===== src/rtl/mux_tree_pipe.sv =====
// mux_tree_pipe
//   Pipelined N-to-1 select tree (N = 2**SEL_W) with valid/ready flow control.
//   The select is resolved LSB-first: tree level k uses sel[k]. A register stage
//   follows every LVL_PER_STG levels, so there are ceil(SEL_W/LVL_PER_STG)
//   stages; the last stage may resolve fewer levels. A sideband tag travels
//   with each beat unchanged.
//
// Ports
//   clk        in   clock, rising edge
//   rst_n      in   asynchronous reset, active low
//   flush      in   synchronous; drops every in-flight beat at the next edge
//   in_valid   in   input beat valid
//   in_ready   out  block accepts a beat this cycle
//   x          in   flattened inputs, input i = x[i*WIDTH +: WIDTH]
//   sel        in   index of the input to forward
//   tag        in   sideband carried with the beat
//   out_valid  out  output beat valid
//   out_ready  in   consumer accepts the output beat
//   out_data   out  selected input value
//   out_tag    out  tag of the output beat
module mux_tree_pipe #(
  parameter int unsigned WIDTH       = 32,
  parameter int unsigned SEL_W       = 5,
  parameter int unsigned LVL_PER_STG = 2,
  parameter int unsigned TAG_W       = 4
) (
  input  logic                        clk,
  input  logic                        rst_n,
  input  logic                        flush,
  input  logic                        in_valid,
  output logic                        in_ready,
  input  logic [WIDTH*(2**SEL_W)-1:0] x,
  input  logic [SEL_W-1:0]            sel,
  input  logic [TAG_W-1:0]            tag,
  output logic                        out_valid,
  input  logic                        out_ready,
  output logic [WIDTH-1:0]            out_data,
  output logic [TAG_W-1:0]            out_tag
);

  localparam int unsigned S = (SEL_W + LVL_PER_STG - 1) / LVL_PER_STG;

  for (genvar k = 0; k < S; k++) begin : g_stg
    // Levels resolved before (lin) and after (lout) this stage.
    localparam int unsigned LIN  = k * LVL_PER_STG;
    localparam int unsigned LOUT = (LIN + LVL_PER_STG > SEL_W) ? SEL_W : LIN + LVL_PER_STG;
    localparam int unsigned NL   = LOUT - LIN;
    localparam int unsigned RIN  = SEL_W - LIN;
    localparam int unsigned ROUT = SEL_W - LOUT;
    localparam int unsigned NIN  = 1 << RIN;
    localparam int unsigned NOUT = 1 << ROUT;

    logic                  up_vld;
    logic [NIN*WIDTH-1:0]  up_data;
    logic [RIN-1:0]        up_sel;
    logic [TAG_W-1:0]      up_tag;
    logic                  dn_rdy;
    logic                  rdy;
    logic                  q_vld;
    logic [NOUT*WIDTH-1:0] q_data;
    logic [TAG_W-1:0]      q_tag;
    logic [NOUT*WIDTH-1:0] nxt_data;

    if (k == 0) begin : g_src
      assign up_vld  = in_valid;
      assign up_data = x;
      assign up_sel  = sel;
      assign up_tag  = tag;
    end else begin : g_src
      assign up_vld  = g_stg[k-1].q_vld;
      assign up_data = g_stg[k-1].q_data;
      assign up_sel  = g_stg[k-1].g_res.q_sel;
      assign up_tag  = g_stg[k-1].q_tag;
    end

    if (k == S - 1) begin : g_dn
      assign dn_rdy = out_ready;
    end else begin : g_dn
      assign dn_rdy = g_stg[k+1].rdy;
    end

    // An empty stage always accepts, so bubbles collapse under a stall.
    assign rdy = !q_vld || dn_rdy;

    // Each group of 2**NL adjacent words collapses to one word, picked by the
    // low NL bits of the residual select.
    always_comb begin
      nxt_data = '0;
      for (int unsigned j = 0; j < NOUT; j++) begin
        nxt_data[j*WIDTH +: WIDTH] =
          up_data[(j * (NIN / NOUT) + 32'(up_sel[NL-1:0])) * WIDTH +: WIDTH];
      end
    end

    always_ff @(posedge clk or negedge rst_n) begin
      if (!rst_n) begin
        q_vld  <= 1'b0;
        q_data <= '0;
        q_tag  <= '0;
      end else begin
        if (flush) begin
          q_vld <= 1'b0;
        end else if (rdy) begin
          q_vld <= up_vld;
        end
        if (rdy) begin
          q_data <= nxt_data;
          q_tag  <= up_tag;
        end
      end
    end

    // The final stage has consumed every select bit, so it keeps no residual.
    if (ROUT > 0) begin : g_res
      logic [ROUT-1:0] q_sel;
      always_ff @(posedge clk or negedge rst_n) begin
        if (!rst_n) begin
          q_sel <= '0;
        end else if (rdy) begin
          q_sel <= up_sel[RIN-1:NL];
        end
      end
    end
  end

  assign in_ready  = g_stg[0].rdy;
  assign out_valid = g_stg[S-1].q_vld;
  assign out_data  = g_stg[S-1].q_data;
  assign out_tag   = g_stg[S-1].q_tag;

endmodule


===== config.mk =====
export PLATFORM = sky130hd
export DESIGN_NAME = mux_tree_pipe
export DESIGN_NICKNAME = d
export VERILOG_FILES = /design/src/rtl/mux_tree_pipe.sv
export SDC_FILE = /design/constraint.sdc
export NUM_CORES = 1
export LEC_CHECK = 0
export ABC_AREA = 1
export CELL_PAD_IN_SITES_DETAIL_PLACEMENT = 0
export CELL_PAD_IN_SITES_GLOBAL_PLACEMENT = 2
export CORE_AREA = 2 2 414 416
export DETAILED_ROUTE_END_ITERATION = 8
export DIE_AREA = 0 0 416 418
export GPL_ROUTABILITY_DRIVEN = 0
export PLACE_DENSITY_LB_ADDON = 0.1
export SLEW_MARGIN = 40
export SYNTH_ARGS = -nofsm -noshare
export SYNTH_HDL_FRONTEND = slang
export SYNTH_SLANG_ARGS = --single-unit

===== constraint.sdc =====
create_clock -name clk -period 1.3 [get_ports clk]
set_input_delay 0.39 -clock clk [delete_from_list [all_inputs] [get_ports clk]]
set_output_delay 0.39 -clock clk [all_outputs]
set_load 0.005 [all_outputs]

==> Yosys cells after proc, flatten, opt, wreduce, memory -nomap -nowiden <==
Cells that the tools add are included.
{ "word_totals": {"ff_bits": 371, "output_inout_bits": 38, "inputBits": 1038, "elab_cells": 45} }
{ "op_classes": {"shifts": 11, "n_reduce_logical": 9, "n_addsub": 8, "muxes": 6} }
{ "op_table": {"columns": ["cell", "count"], "rows": [
  ["$shiftx A1024 B12 Y32", 4],
  ["$shiftx A1024 B11 Y32", 2],
  ["$shiftx A1024 B10 Y32", 1],
  ["$shiftx A1024 B8 Y32", 1],
  ["$shiftx A256 B10 Y32", 1],
  ["$shiftx A256 B8 Y32", 1],
  ["$shiftx A64 B7 Y32", 1],
  ["$add A5 B2 Y6 const A", 4],
  ["$add A4 B2 Y5 const A", 2],
  ["$add A3 B2 Y4 const A", 2],
  ["$mux W1", 6],
  ["$reduce_bool A2 Y1", 3],
  ["$logic_not A1 Y1", 3],
  ["$logic_or A1 B1 Y1", 3]
]} }

==> Logic depth before layout (Yosys ltp) <==
Gate-level depths: netlist of the first run.
{ "logic_depth": {"depth_word": 6, "depth_mapped": 9, "mapped_depth_nobuf": 7} }

==> Worst setup path before layout of the first run <==
Ideal clock, no wire load.
{ "synth_path": {"path_type": "input-to-reg", "startpoint": "input sel[0]", "endpoint": "register g_stg[0].q_data[198]", "cell_stages": 9, "path_slack_ns": -0.016, "t_arrival_ns": 1.199, "n_path_buf": 3, "cell_sequence": "buf_2 inv_2 buf_2 buf_4 nand2_1 nand3_1 nand2_1 nand2_1 nand2_1"} }
{ "synth_between": {"elab_chain_cells": 2} }
{ "synth_lines": {"columns": ["element", "line", "source"], "rows": [
  ["from (decl)", "33", "input logic [SEL_W-1:0] sel,"],
  ["$add A5 B2 Y6", "91", "up_data[(j * (NIN / NOUT) + 32'(up_sel[NL-1:0])) * WIDTH +: WIDTH];"],
  ["$shiftx A1024 B12 Y32", "91", null],
  ["to (signal assigned)", "107", "q_data <= nxt_data;"],
  ["to (decl)", "60", "logic [NOUT*WIDTH-1:0] q_data;"]
]} }
No other way between the ends.
A chain may end at the register's enable or synchronous reset.

==> Worst setup path after layout of the first run <==
{ "layout_path": {"startpoint": "register g_stg[2].q_vld, in the netlist out_valid", "endpoint": "output in_ready"} }
{ "layout_between": {"elab_chain_cells": 4} }
{ "layout_lines": {"columns": ["element", "line", "source"], "rows": [
  ["from (decl)", "59", "logic q_vld;"],
  ["from (signal assigned)", "104", "q_vld <= up_vld;"],
  ["$logic_not A1 Y1", "83", "assign rdy = !q_vld || dn_rdy;"],
  ["$logic_or A1 B1 Y1 (3 in a row)", "83", null],
  ["to (decl)", "31", "output logic in_ready,"]
]} }
No other way between the ends.

==> results of run 1 <==
[synthesized netlist by cell type (all sizes together)]
cell / count / area (um2)
o21ai: 11 / 55.1
nor2: 33 / 126
a21oi: 3 / 15.0
dfrtp: 371 / 9280
a31oi: 32 / 200
inv: 1295 / 4860
nand3: 640 / 3200
clkbuf: 44 / 165
nand2: 2653 / 9960
buf: 254 / 1360
[power by group through the flow]
| stage | combinational [W] | clock (W) | sequential, W |
|---|---|---|---|
| 2_1_floorplan | 0.00457 | 0 | 0.0135 |
| 6_report | 0.0123 | 0.0145 | 0.0136 |
| 3_3_place_gp | 0.0120 | 0 | 0.0138 |
| 3_5_place_dp | 0.0120 | 0 | 0.0138 |
| 4_1_cts | 0.0121 | 0.0150 | 0.0136 |
| 5_1_grt | 0.0137 | 0.0154 | 0.0138 |
[critical path, delay by kind of cell (launching register included)]
| kind | cells | cell delay (ns) |
|---|---|---|
| flip-flops | 1 | 0.38 |
| buffers and inverters | 1 | 0.14 |
| AND/OR/NAND/NOR | 3 | 0.30 |
[final cells by class]
| cell class | instances | area, um2 |
|---|---|---|
| flip-flops and latches | 371 | 9290 |
| repair buffers | 1421 | 15200 |
| clock inverters | 19 | 226 |
| multi-input cells | 3373 | 14200 |
| fillers | 19200 | 121000 |
| well taps | 2218 | 2780 |
| inverters | 1295 | 4910 |
| clock buffers | 72 | 1460 |
| repair inverters | 1 | 11.3 |
| diodes | 8 | 20.0 |
[placed cells by master, fill, tap and decap left out, types with 13 or more instances in the layout]
cell type and n:
sky130_fd_sc_hd__nand2_1 2591, sky130_fd_sc_hd__inv_1 1287, sky130_fd_sc_hd__clkdlybuf4s50_1 1034, sky130_fd_sc_hd__nand3_1 593
sky130_fd_sc_hd__dfrtp_1 368, sky130_fd_sc_hd__buf_4 204, sky130_fd_sc_hd__buf_12 110, sky130_fd_sc_hd__clkbuf_16 66
sky130_fd_sc_hd__nand2_2 45, sky130_fd_sc_hd__buf_6 41, sky130_fd_sc_hd__nor2_1 32, sky130_fd_sc_hd__a31oi_1 32
sky130_fd_sc_hd__nand3_2 27, sky130_fd_sc_hd__nand3_4 20, sky130_fd_sc_hd__nand2_4 15, sky130_fd_sc_hd__clkinv_2 13
[registers in the layout, indices dropped and copies added (netlist names)]
name	cells
g_stg.g_res.q_sel	4
g_stg.q_data	320
out_data	32
g_stg.q_tag	8
out_valid	1
g_stg.q_vld	2
out_tag	4
[stage by stage]
stage / util (%) / std cells / setup slack, ns
6_report: 28.5 / 8778 / -0.514
5_1_grt: 28.5 / 8777 / -0.584
4_1_cts: 27.6 / 8720 / -0.581
3_5_place_dp: 26.4 / 8620 / -0.927
3_3_place_gp: 26.4 / 8620 / -0.909
2_1_floorplan: - / 5336 / -0.0157
[path summary, 6_finish.rpt]
| path | start | to | slack, ns |
|---|---|---|---|
| worst max-delay path | out_valid | in_ready | -0.51 |
| worst min-delay path | sel[1] | g_stg[0].q_data[216] | 0.24 |
| worst max register to register | out_valid | g_stg[0].q_data[99] | -0.37 |
| worst min register to register | g_stg[0].q_data[206] | g_stg[0].q_data[206] | 0.48 |
| max in group asynchronous | rst_n | g_stg[0].q_data[105] | 0.27 |
| min in group asynchronous | rst_n | g_stg[0].q_data[27] | 0.32 |
[kinds of logic (layout without fill, tap and decap cells)]
family | Yosys count | after routing
AOI/OAI and AO/OA | 46 | 46
DFF | 371 | 371
buffers and inverters | 1593 | 2808
and+or+nand+nor | 3326 | 3327
other | 0 | 8
[per-layer routing]
metal | part of all wire, % | wire length [um] | GRT usage (%) | up-vias
met2 | 50 | 86000 | 33.5 | 775
met5 | 0.048 | 84 | 0 | -
met1 | 44 | 76200 | 23.6 | 15900
met3 | 4.9 | 8570 | 3.36 | 134
met4 | 1.7 | 2870 | 3.16 | 14
li1 | - | - | - | 17600
[timing repair]
action / 4_1_cts / 5_1_grt
buffers inserted: 10 / 24
hold buffers: 1 / 0
pin swaps: 2 / 16
resized for setup: 117 / 195
endpoints found under the hold margin: 198 / 0
gates cloned: 0 / 26
setup endpoints to repair: 388 / 406
==> impl_summary.log, run 1 <==
INFO  metric layout_min_cycle_time = ~1.8 ns
INFO  metric ioPinCount = between 1000 and 1500
INFO  metric grt_pass1_wl = approximately 240000 um
INFO  metric initialDrtViolationCount = 1901
INFO  metric clock-root-buffer = sky130_fd_sc_hd__clkbuf_16
INFO  metric synthAdderAreaFrac = 0%
INFO  metric synth.cell_area = 29200 um2
INFO  metric power_density = between 800 and 900 nW/um2
INFO  metric drt-wirelength-per-cell = around 20 um
INFO  metric worstSetupPathType = reg -> out
INFO  metric number_of_clock_sinks = about 370
INFO  metric cap_violations = 0
INFO  metric proportion_of_synthesized_area_in_mux_cells = 0%
INFO  metric worst-endpoint-arrival = about 1.4 ns
INFO  metric cts-htree-levels = 2
INFO  metric power.share.combinational = a little under a third
INFO  metric detail-route-antenna-nets = 0
INFO  metric post_route_cells_drive_above_1_share = 8.99%
INFO  metric cp_data_required_time = between 0.9 and 1 ns
INFO  metric worst_slew_margin_rel = 69.0%
INFO  metric setup_repair_after_global_routing_missed_its_margin = yes
INFO  metric finish.instance_area = slightly below 50000 um2
INFO  metric avgViaCountPerCell = between 3 and 4
INFO  metric detail_route.drc_violations = 0
INFO  metric grt.overflow.total = 0
INFO  metric worst_hold_path.num_cells = 5
INFO  metric dieArea = between 150000 and 200000 um2
INFO  metric yosysWarningCount = 0
INFO  metric yosys.area_share.xor_xnor = 0%
INFO  metric nNetsFinal = ~7600
INFO  metric power.sequential.fraction = ~34%
INFO  metric grt_antenna_before_repair = 23
INFO  metric critical_path.max_fanout = 2
INFO  metric finalCritPeriodShare = 140%
INFO  metric layout_setup_ws = -0.514 ns
INFO  metric hp-class = in -> reg
INFO  metric crit_path_max_delay_cell_type = sky130_fd_sc_hd__dfrtp_1
INFO  metric cts_tree = yes
INFO  metric number_of_setup_violations_in_the_final_report = approximately 390
INFO  metric grt_overall_usage = a little under a fifth
INFO  metric area_growth_syn_to_layout = 64.8%
INFO  metric place_area = roughly 45000 um2
INFO  metric whs = roughly 0.24 ns
INFO  metric end_kind = primary output
INFO  metric fin_total_pwr = 0.0404 W
INFO  metric ys_seq_elements = between 300 and 400
INFO  metric largest_family_of_logic_cells_by_synthesized_area = simple AND/OR/NAND/NOR gates
INFO  metric power.share.switching = a little under a third
INFO  metric cts.reportedPaths.clkPinSlew = 0.06 ns
INFO  metric timing.final.max_slew_violations = 0
INFO  metric failed_checks = negative setup slack
INFO  metric p_clk_share = a little over a third
INFO  metric tightestPinTransition = roughly 0.47 ns
INFO  metric vias = between 30000 and 40000
INFO  metric largest_net_degree_at_the_start_of_global_routing = 76
INFO  metric cp_slowest_stage_delay = between 0.3 and 0.4 ns
INFO  metric syn_inst = about 5300
INFO  metric cts_buffers = 50
INFO  metric fraction_of_the_yosys_area_taken_by_sequential_cells = a little under a third
INFO  metric post_synth_and_or_nand_nor_area_fraction = between 40% and 50%
INFO  metric grt_pass1_vias = roughly 35000
INFO  metric area_fraction_in_compound_gates_after_synthesis = less than 1%
INFO  metric firstDrtPassIters = 5
INFO  metric port-buffer-count = approximately 1100
INFO  metric yosysUniqueCellTypes = 16
INFO  metric fp.dieH = approximately 420 um
INFO  metric max_clk_rate = 551 MHz
INFO  metric cellInternalPower = between 0.02 and 0.03 W
INFO  metric net_count_after_synthesis = 6374
INFO  metric insertion_delay = 0.61 ns
INFO  metric crit_chain = nand2_4 -> nor2_4 -> nand2_8 -> buf_6
INFO  metric result_of_the_run = finished with violations
INFO  metric final_hold_vios = 0
INFO  metric core = about 170000 um2
INFO  metric power.switching = 0.0129 W
INFO  metric skew = around 0.028 ns
INFO  metric clock_path_buffers = 3
INFO  metric cp_startpoint_kind = register
INFO  metric r2r_cells = 8
INFO  metric floorplan.initialDensity = ~17%
INFO  metric finalWirelength = about 170000 um
INFO  metric cellLeakagePower = about 27 nW
INFO  metric tns = -100.84 ns
INFO  metric dp_hpwl = between 100000 and 150000 um
INFO  metric rows = approximately 150
INFO  metric post_synth.cell_area_avg = approximately 5.5 um2
INFO  metric vdd_drop_max = 0.000802 V
INFO  metric floorplan.die.width = between 400 and 500 um
(Power assumes the default switching activity.)
==> run 2, diff against run 1 <==
--- a/config.mk
+++ b/config.mk
@@ -9,10 +9,13 @@
 export CELL_PAD_IN_SITES_DETAIL_PLACEMENT = 0
 export CELL_PAD_IN_SITES_GLOBAL_PLACEMENT = 2
 export CORE_AREA = 2 2 414 416
+export CTS_CLUSTER_DIAMETER = 120
+export CTS_CLUSTER_SIZE = 14
 export DETAILED_ROUTE_END_ITERATION = 8
 export DIE_AREA = 0 0 416 418
 export GPL_ROUTABILITY_DRIVEN = 0
 export PLACE_DENSITY_LB_ADDON = 0.1
+export RECOVER_POWER = 100
 export SLEW_MARGIN = 40
 export SYNTH_ARGS = -nofsm -noshare
 export SYNTH_HDL_FRONTEND = slang
==> run 2 against run 1 <==
  * The run still ends with negative setup slack left
  * Final cell count decreased by 0.35%
  * Non-clock buffer count increased by 19
  * Fmax decreased by 2.6%
  * Via count unchanged
  * Sequential share of layout area decreased by 0.15 points
  * Combinational power about the same
  * Largest power group is now registers
  * Sequential power about the same
==> impl_summary.log, run 2 (same netlist as run 1, synthesis figures left out) <==
INFO  metric grt_pass1_vias = 35100 (-0.79%)
INFO  metric ioPinCount = 1076 (unchanged)
INFO  metric floorplan.die.width = 416 um (unchanged)
INFO  metric reg2reg_slack = -0.51 ns (-0.14 ns)
INFO  metric post_route_cells_drive_above_1_share = 10.5% (+1.5 points)
INFO  metric post-route-util = 28.7% (+0.22 points)
INFO  metric cts_buffers = 31 (-38%)
INFO  metric cellLeakagePower = 27.4 nW (+0.13%)
INFO  metric vias = 34400 (unchanged)
INFO  metric max_clk_rate = 537 MHz (-2.6%)
INFO  metric grt_pass1_wl = 240000 um (-0.20%)
INFO  metric power.switching = 0.0121 W (-5.8%)
INFO  metric layout_setup_ws = -0.561 ns (-0.0476 ns)
INFO  metric place_area = 44700 um2 (unchanged)
INFO  metric failed_checks = negative setup slack
INFO  metric cp_startpoint_kind = register
INFO  metric flip_flop_count_of_the_largest_register_after_layout = 320 (unchanged)
INFO  metric layout_min_cycle_time = 1.86 ns (+0.0476 ns)
INFO  metric worstSetupPathType = reg -> out
INFO  metric avgViaCountPerCell = 3.94 (+0.35%)
INFO  metric final_hold_vios = 0 (unchanged)
INFO  metric detail-route-antenna-nets = 0 (unchanged)
INFO  metric crit_path_max_delay_cell_type = sky130_fd_sc_hd__dfrtp_1
INFO  metric area_growth_syn_to_layout = 66.1%
INFO  metric floorplan.initialDensity = 17.3% (unchanged)
INFO  metric mostFrequentLayoutCells = sky130_fd_sc_hd__nand2_1, sky130_fd_sc_hd__inv_1, sky130_fd_sc_hd__clkdlybuf4s50_1
INFO  metric core = 169000 um2 (unchanged)
INFO  metric worst-endpoint-arrival = 1.47 ns (+0.05 ns)
INFO  metric power.share.switching = 34.1% (+2.2 points)
INFO  metric dieArea = 174000 um2 (unchanged)
INFO  metric finalCritPeriodShare = 143% (+3.7 points)
INFO  metric cts_tree = yes
INFO  metric finish.instance_area = 48500 um2 (+0.78%)
INFO  metric number_of_clock_sinks = 371 (unchanged)
INFO  metric insertion_delay = 0.64 ns (+0.03 ns)
INFO  metric layout.filler_cells = 19200 (-0.21%)
INFO  metric end_kind = primary output
INFO  metric worstPathBufferInverterCount = 1 (unchanged)
INFO  metric final_common_cell = sky130_fd_sc_hd__nand2_1
INFO  metric p_clk_share = 26.5% (-9.3 points)
INFO  metric whs = 0.190 ns (-0.0547 ns)
INFO  metric worst_slew_margin_rel = 61.7% (-7.2 points)
INFO  metric crit_family = flip-flops
INFO  metric cp_data_required_time = 0.91 ns (about the same)
INFO  metric power.sequential.fraction = 38.2% (+4.5 points)
INFO  metric grt_overall_usage = 18.7% (-0.081 points)
INFO  metric dp_hpwl = 137000 um (unchanged)
INFO  metric nNetsFinal = 7552 (+0.013%)
INFO  metric cellInternalPower = 0.0234 W (-15%)
INFO  metric tightestPinTransition = 0.574 ns (+0.109 ns)
INFO  metric cts.reportedPaths.clkPinSlew = 0.07 ns (about the same)
INFO  metric cp_slowest_stage_delay = 0.39 ns (about the same)
INFO  metric cts-htree-levels = 1 (-1)
INFO  metric timing.final.max_slew_violations = 0 (unchanged)
INFO  metric clock-root-buffer = sky130_fd_sc_hd__clkbuf_16
INFO  metric result_of_the_run = finished with violations
INFO  metric crit_chain = nand2_4 -> nor2_4 -> nand2_8 -> buf_6
INFO  metric detail_route.drc_violations = 0 (unchanged)
INFO  metric registers.top_by_ff_count = g_stg.q_data
INFO  metric grt.overflow.total = 0 (unchanged)
INFO  metric firstDrtPassIters = 5 (unchanged)
INFO  metric rows = 151 (unchanged)
INFO  metric largest_net_degree_at_the_start_of_global_routing = 76 (unchanged)
INFO  metric grt_antenna_before_repair = 24 (+4.3%)
INFO  metric setup_repair_after_global_routing_missed_its_margin = yes
INFO  metric finalWirelength = 176000 um (+1.3%)
INFO  metric cap_violations = 0 (unchanged)
INFO  metric vdd_drop_max = 0.00106 V (+32%)
INFO  metric initialDrtViolationCount = 1812 (-4.7%)
INFO  metric hp-class = in -> reg
INFO  metric drt-wirelength-per-cell = 20.1 um (+1.7%)
INFO  metric fp.dieH = 418 um (unchanged)
INFO  metric clock_path_buffers = 3 (unchanged)
INFO  metric power_density = 733 nW/um2 (-13%)
INFO  metric port-buffer-count = 1075 (unchanged)
INFO  metric critical_path.max_fanout = 2 (unchanged)
INFO  metric skew = 0.0172 ns (-0.0108 ns)
INFO  metric number_of_setup_violations_in_the_final_report = 448 (+15%)
INFO  metric power.share.combinational = 35.3% (+4.8 points)
## run 2: timing repair
item | 4_1_cts | 5_1_grt
setup endpoints to repair | 389 | 407
pin swaps | 2 | 72
gates cloned | 1 | 44
resized for setup | 117 | 375
endpoints found under the hold margin | 198 | 0
buffers inserted | 6 | 31
hold buffers | 1 | 0
## run 2: final timing paths
kind / cells past startpoint / startpoint / to
min in group asynchronous: 2 / rst_n / g_stg[0].q_data[5]
hold / removal: 5 / sel[1] / g_stg[0].q_data[216]
setup reg to reg: 12 / out_valid / g_stg[0].q_data[55]
max in group asynchronous: 4 / rst_n / g_stg[1].q_data[51]
setup / recovery: 4 / out_valid / in_ready
hold reg to reg: 2 / g_stg[0].q_data[71] / g_stg[0].q_data[71]
## run 2: stage by stage
| stage | power (W) | setup TNS [ns] | instances | setup WS, ns |
|---|---|---|---|---|
| after detailed placement | 0.0257 | -273.18 | 8620 | -0.927 |
| after global placement | 0.0258 | -265.69 | 8620 | -0.909 |
| final | 0.0356 | -143.92 | 8747 | -0.561 |
| after floorplan | 0.0180 | -2.48 | 5336 | -0.0157 |
| after CTS | 0.0356 | -121.87 | 8664 | -0.615 |
| after global routing | 0.0379 | -178.87 | 8745 | -0.623 |
## run 2: worst register-to-register path, delay by kind of cell (launching register included)
family	cells	cell delay, ns
AND/OR/NAND/NOR	5	0.32
buffers and inverters	7	0.97
flip-flops	1	0.41
## run 2: routing by layer
metal | vias to the layer above | wire, um | GRT usage, %
li1 | 17600 | - | -
met1 | 15900 | 77500 | 23.6
met2 | 766 | 87700 | 33.5
met3 | 109 | 8320 | 3.27
met4 | 12 | 2590 | 2.56
met5 | - | 77 | 0
## run 2: cell type report
class / instances / area (um2) / area share [%]
Clock buffer: 35 / 811 / 1.67
Inverter: 1295 / 4920 / 10.1
Clock inverter: 4 / 55.1 / 0.113
Multi-Input combinational cell: 3373 / 14800 / 30.5
Tap cell: 2218 / 2780 / 5.72
Timing Repair inverter: 2 / 46.3 / 0.0954
Timing Repair Buffer: 1440 / 15800 / 32.6
Sequential cell: 371 / 9290 / 19.1
Antenna cell: 9 / 22.5 / 0.0464
## run 2: power by group through the flow
stage / Sequential [W] / Clock, W / Combinational, W
2_1_floorplan: 0.0135 / 0 / 0.00457
3_3_place_gp: 0.0138 / 0 / 0.0120
3_5_place_dp: 0.0138 / 0 / 0.0120
4_1_cts: 0.0136 / 0.00987 / 0.0121
5_1_grt: 0.0138 / 0.0102 / 0.0139
6_report: 0.0136 / 0.00942 / 0.0126
==> run 3, diff against run 2 <==
--- a/config.mk
+++ b/config.mk
@@ -5,10 +5,10 @@
 export SDC_FILE = /design/constraint.sdc
 export NUM_CORES = 1
 export LEC_CHECK = 0
-export ABC_AREA = 1
+export ABC_AREA = 0
 export CELL_PAD_IN_SITES_DETAIL_PLACEMENT = 0
 export CELL_PAD_IN_SITES_GLOBAL_PLACEMENT = 2
-export CORE_AREA = 2 2 414 416
+export CORE_AREA = 10 10 406 408
 export CTS_CLUSTER_DIAMETER = 120
 export CTS_CLUSTER_SIZE = 14
 export DETAILED_ROUTE_END_ITERATION = 8
==> run 3 against run 2 <==
  * The run still ends with negative setup slack left
  * Cell area decreased by 20%
  * Synthesized cell count is 77% lower
  * Core utilization down 4.1 points
  * Critical endpoint is now g_stg[1].q_data[44]
==> impl_summary.log, run 3 <==
INFO  metric number_of_clock_sinks = 371 (unchanged)
INFO  metric setup_repair_after_global_routing_missed_its_margin = yes
INFO  metric hp-class = in -> async
INFO  metric critical_path_startpoint = g_stg[0].g_res.q_sel[0]
INFO  metric worst_slack_placed = -0.972 ns (-0.0452 ns)
INFO  metric post_synth_and_or_nand_nor_area_fraction = 0.0991% (-45 points)
INFO  metric vdd_drop_max = 0.000887 V (-16%)
INFO  metric avgViaCountPerCell = 3.76 (-4.4%)
INFO  metric core = 157000 um2 (-7.1%)
INFO  metric dieArea = 174000 um2 (unchanged)
INFO  metric ioPinCount = 1076 (unchanged)
INFO  metric finalCritPeriodShare = 144% (+0.96 points)
INFO  metric clock_path_buffers = 3 (unchanged)
INFO  metric synth_top_flop_cell = sky130_fd_sc_hd__dfrtp_1
INFO  metric largest_family_of_logic_cells_by_synthesized_area = multiplexers
INFO  metric r2r_cells = 5 (-7)
INFO  metric power.sequential.fraction = 41.7% (+3.5 points)
INFO  metric layout_setup_ws = -0.574 ns (-0.0125 ns)
INFO  metric detail_route.drc_violations = 0 (unchanged)
INFO  metric grt_antenna_before_repair = 27 (+13%)
INFO  metric failed_checks = negative setup slack
INFO  metric proportion_of_synthesized_area_in_mux_cells = 54.8% (+55 points)
INFO  metric floorplan.initialDensity = 14.5% (-2.8 points)
INFO  metric area_growth_syn_to_layout = 70.3%
INFO  metric flip_flop_count_of_the_largest_register_after_layout = 320 (unchanged)
INFO  metric yosysUniqueCellTypes = 15 (-1)
INFO  metric synth.area.top_cells = sky130_fd_sc_hd__dfrtp_1, sky130_fd_sc_hd__mux4_2, sky130_fd_sc_hd__mux2_4
INFO  metric registers.top_by_ff_count = g_stg.q_data
INFO  metric ys_seq_elements = 371 (unchanged)
INFO  metric mostFrequentLayoutCells = sky130_fd_sc_hd__clkdlybuf4s50_1, sky130_fd_sc_hd__dfrtp_1, sky130_fd_sc_hd__mux4_2
INFO  metric area_fraction_in_compound_gates_after_synthesis = 0.0660% (-0.86 points)
INFO  metric finish.cell_count_without_fillers = 4512 (-48%)
INFO  metric fraction_of_the_yosys_area_taken_by_sequential_cells = 40.8% (+9.1 points)
INFO  metric worstReg2RegEnd = g_stg[1].q_data[44]
INFO  metric p_clk_share = 27.4% (+0.9 points)
INFO  metric clock-root-buffer = sky130_fd_sc_hd__clkbuf_16
INFO  metric reg2reg_slack = -0.57 ns (-0.06 ns)
INFO  metric cts_tree = yes
INFO  metric post_synth.cell_area_avg = 18.7 um2 (+240%)
INFO  metric place_inst = 4440 (-48%)
INFO  metric post_route_cells_drive_above_1_share = 41.7% (+31 points)
INFO  metric grt.overflow.total = 0 (unchanged)
INFO  metric yosys.area_share.xor_xnor = 0% (unchanged)
INFO  metric final_common_cell = sky130_fd_sc_hd__clkdlybuf4s50_1
INFO  metric yosysWarningCount = 0 (unchanged)
INFO  metric worstPathBufferInverterCount = 3 (+2)
INFO  metric dp_hpwl = 111000 um (-19%)
INFO  metric synth_area_leader_cell = sky130_fd_sc_hd__dfrtp_1
INFO  metric firstDrtPassIters = 4 (-1)
INFO  metric timing.final.max_slew_violations = 0 (unchanged)
INFO  metric finalWirelength = 130000 um (-26%)
INFO  metric net_count_after_synthesis = 2253 (-65%)
INFO  metric tightestPinTransition = 0.584 ns (+0.00993 ns)
INFO  metric crit_chain = buf_12 -> buf_16 -> buf_12 -> mux4_2 -> mux2_4
INFO  metric rows = 146 (-3.3%)
INFO  metric post-route-util = 24.6% (-4.1 points)
INFO  metric synthArstFlopShare = 100% (unchanged)
INFO  metric crit_path_max_delay_cell_type = sky130_fd_sc_hd__dfrtp_4
INFO  metric final_hold_vios = 0 (unchanged)
INFO  metric insertion_delay = 0.61 ns (-0.03 ns)
INFO  metric end_kind = register
INFO  metric fp.dieH = 418 um (unchanged)
INFO  metric synth_common_cells = sky130_fd_sc_hd__dfrtp_1, sky130_fd_sc_hd__mux4_2, sky130_fd_sc_hd__mux2_2, sky130_fd_sc_hd__mux2_4, sky130_fd_sc_hd__buf_2
INFO  metric detail-route-antenna-nets = 0 (unchanged)
INFO  metric yosysMostFrequentCell = sky130_fd_sc_hd__dfrtp_1
INFO  metric initialDrtViolationCount = 676 (-63%)
INFO  metric grt_pass1_wl = 176000 um (-27%)
INFO  metric layout_min_cycle_time = 1.87 ns (+0.0125 ns)
INFO  metric max_clk_rate = 534 MHz (-0.67%)
INFO  metric grt_pass1_vias = 20000 (-43%)
INFO  metric power.share.switching = 26.3% (-7.8 points)
INFO  metric worstSetupPathType = reg -> reg
INFO  metric power.share.combinational = 30.9% (-4.4 points)
INFO  metric cts-htree-levels = 1 (unchanged)
INFO  metric proportion_of_netlist_area_held_by_the_largest_area_contributor = 40.8% (+6.8 points)
INFO  metric floorplan.die.width = 416 um (unchanged)
INFO  metric largest_net_degree_at_the_start_of_global_routing = 53 (-30%)
INFO  metric worst-endpoint-arrival = 2.38 ns (+0.91 ns)
INFO  metric crit_family = multiplexers
INFO  metric number_of_setup_violations_in_the_final_report = 619 (+38%)
INFO  metric synth_enable_flop_cells = 0 (unchanged)
INFO  metric cp_slowest_stage_delay = 0.51 ns (+0.12 ns)
INFO  metric drt-wirelength-per-cell = 28.9 um (+43%)
INFO  metric synthAdderAreaFrac = 0% (unchanged)
INFO  metric cp_startpoint_kind = register
INFO  metric grt_overall_usage = 14.4% (-4.3 points)
INFO  metric worst_r2r_startpoint = g_stg[0].g_res.q_sel[0]
INFO  metric syn_inst = 1215 (-77%)
INFO  metric result_of_the_run = finished with violations
INFO  metric port-buffer-count = 1075 (unchanged)
INFO  metric cellLeakagePower = 15.5 nW (-43%)
INFO  metric cap_violations = 0 (unchanged)
INFO  metric cts_buffers = 31 (unchanged)
INFO  metric synth.cell_area = 22700 um2 (-22%)
INFO  metric cts.reportedPaths.clkPinSlew = 0.08 ns (about the same)
INFO  metric cp_data_required_time = 1.80 ns (+0.89 ns)
INFO  metric cellInternalPower = 0.0245 W (+4.4%)
INFO  metric nNetsFinal = 3460 (-54%)
INFO  metric path_common_cell = sky130_fd_sc_hd__buf_12
INFO  metric vias = 17000 (-51%)
INFO  metric critical_path.max_fanout = 8 (+6)
INFO  metric worst_slew_margin_rel = 61.1% (-0.66 points)
INFO  metric power.switching = 0.00875 W (-28%)
INFO  metric skew = 0.0140 ns (-0.00326 ns)
INFO  metric power_density = 858 nW/um2 (+17%)
## run 3: cell count changes after synthesis, moves of 11 or more
cell / previous run / this run
sky130_fd_sc_hd__o21ai_0: 11 / 0
sky130_fd_sc_hd__buf_4: 40 / 5
sky130_fd_sc_hd__nor2_1: 32 / 0
sky130_fd_sc_hd__mux4_2: 0 / 320
sky130_fd_sc_hd__a31oi_1: 32 / 0
sky130_fd_sc_hd__buf_2: 197 / 36
sky130_fd_sc_hd__buf_12: 0 / 27
sky130_fd_sc_hd__nand2_1: 2651 / 0
sky130_fd_sc_hd__clkbuf_1: 44 / 18
sky130_fd_sc_hd__nand3_1: 640 / 0
sky130_fd_sc_hd__mux2_2: 0 / 200
sky130_fd_sc_hd__inv_1: 1291 / 3
sky130_fd_sc_hd__mux2_4: 0 / 200
sky130_fd_sc_hd__buf_1: 16 / 28
## run 3: per-stage QoR
step | hold slack (ns) | total power, W | TNS [ns] | cell area (um2)
2_1_floorplan | 0.0944 | 0.0179 | -106.53 | 22900
3_3_place_gp | 0.195 | 0.0243 | -308.90 | 37300
3_5_place_dp | 0.195 | 0.0244 | -292.61 | 37300
4_1_cts | 0.121 | 0.0342 | -166.32 | 38600
5_1_grt | 0.216 | 0.0352 | -230.45 | 38700
6_report | 0.223 | 0.0332 | -158.40 | 38700
## run 3: power by group through the flow
stage / Sequential, W / Clock, W / Combinational [W]
detailed placement: 0.0141 / 0 / 0.0103
CTS: 0.0139 / 0.00973 / 0.0106
global route: 0.0140 / 0.0101 / 0.0110
global placement: 0.0141 / 0 / 0.0102
finish: 0.0138 / 0.00911 / 0.0103
floorplan: 0.0136 / 0 / 0.00432
## run 3: timing repair
item | 4_1_cts | 5_1_grt
hold endpoints to repair | 296 | 0
pin swaps | 1 | 1
setup buffers | 17 | 1
resized for setup | 252 | 36
hold buffers | 1 | 0
cloned | 4 | 0
endpoints found under the setup margin | 408 | 408
## run 3: how the worst max path moves through the flow
stage | cells after the start | end
after CTS | 3 | in_ready
after global placement | 5 | g_stg[0].q_data[127]
after detailed placement | 5 | g_stg[0].q_data[22]
after floorplan | 5 | g_stg[0].q_data[253]
final | 5 | g_stg[1].q_data[44]
after global routing | 3 | in_ready
## run 3: cell families after synthesis
family | count (synthesis)
buffers and inverters | 118
flip-flops | 371
AO/OA/AOI/OAI | 3
multiplexers | 720
AND/OR/NAND/NOR | 3
## run 3: worst register-to-register path, stage by stage (launching register included)
cell and delay [ns]:
sky130_fd_sc_hd__dfrtp_4 0.51, sky130_fd_sc_hd__buf_12 0.15, sky130_fd_sc_hd__buf_16 0.16, sky130_fd_sc_hd__buf_12 0.18, sky130_fd_sc_hd__mux4_2 0.49, sky130_fd_sc_hd__mux2_4 0.28
## run 3: final cells by class
class / instances / area [um2]
Antenna cell: 13 / 32.5
Clock buffer: 35 / 811
Clock inverter: 3 / 46.3
Fill cell: 16300 / 118000
Inverter: 3 / 11.3
Multi-Input combinational cell: 726 / 12700
Sequential cell: 371 / 9290
Tap cell: 2072 / 2590
Timing Repair Buffer: 1289 / 13200
## run 3: layer usage
layer | vias to the layer above | wire length (um) | GRT usage, %
met1 | 8931 | 48100 | 15.8
met3 | 116 | 6330 | 3.01
met2 | 533 | 73000 | 28.1
met4 | 10 | 2920 | 3.05
li1 | 7392 | - | -
met5 | - | 62 | 0
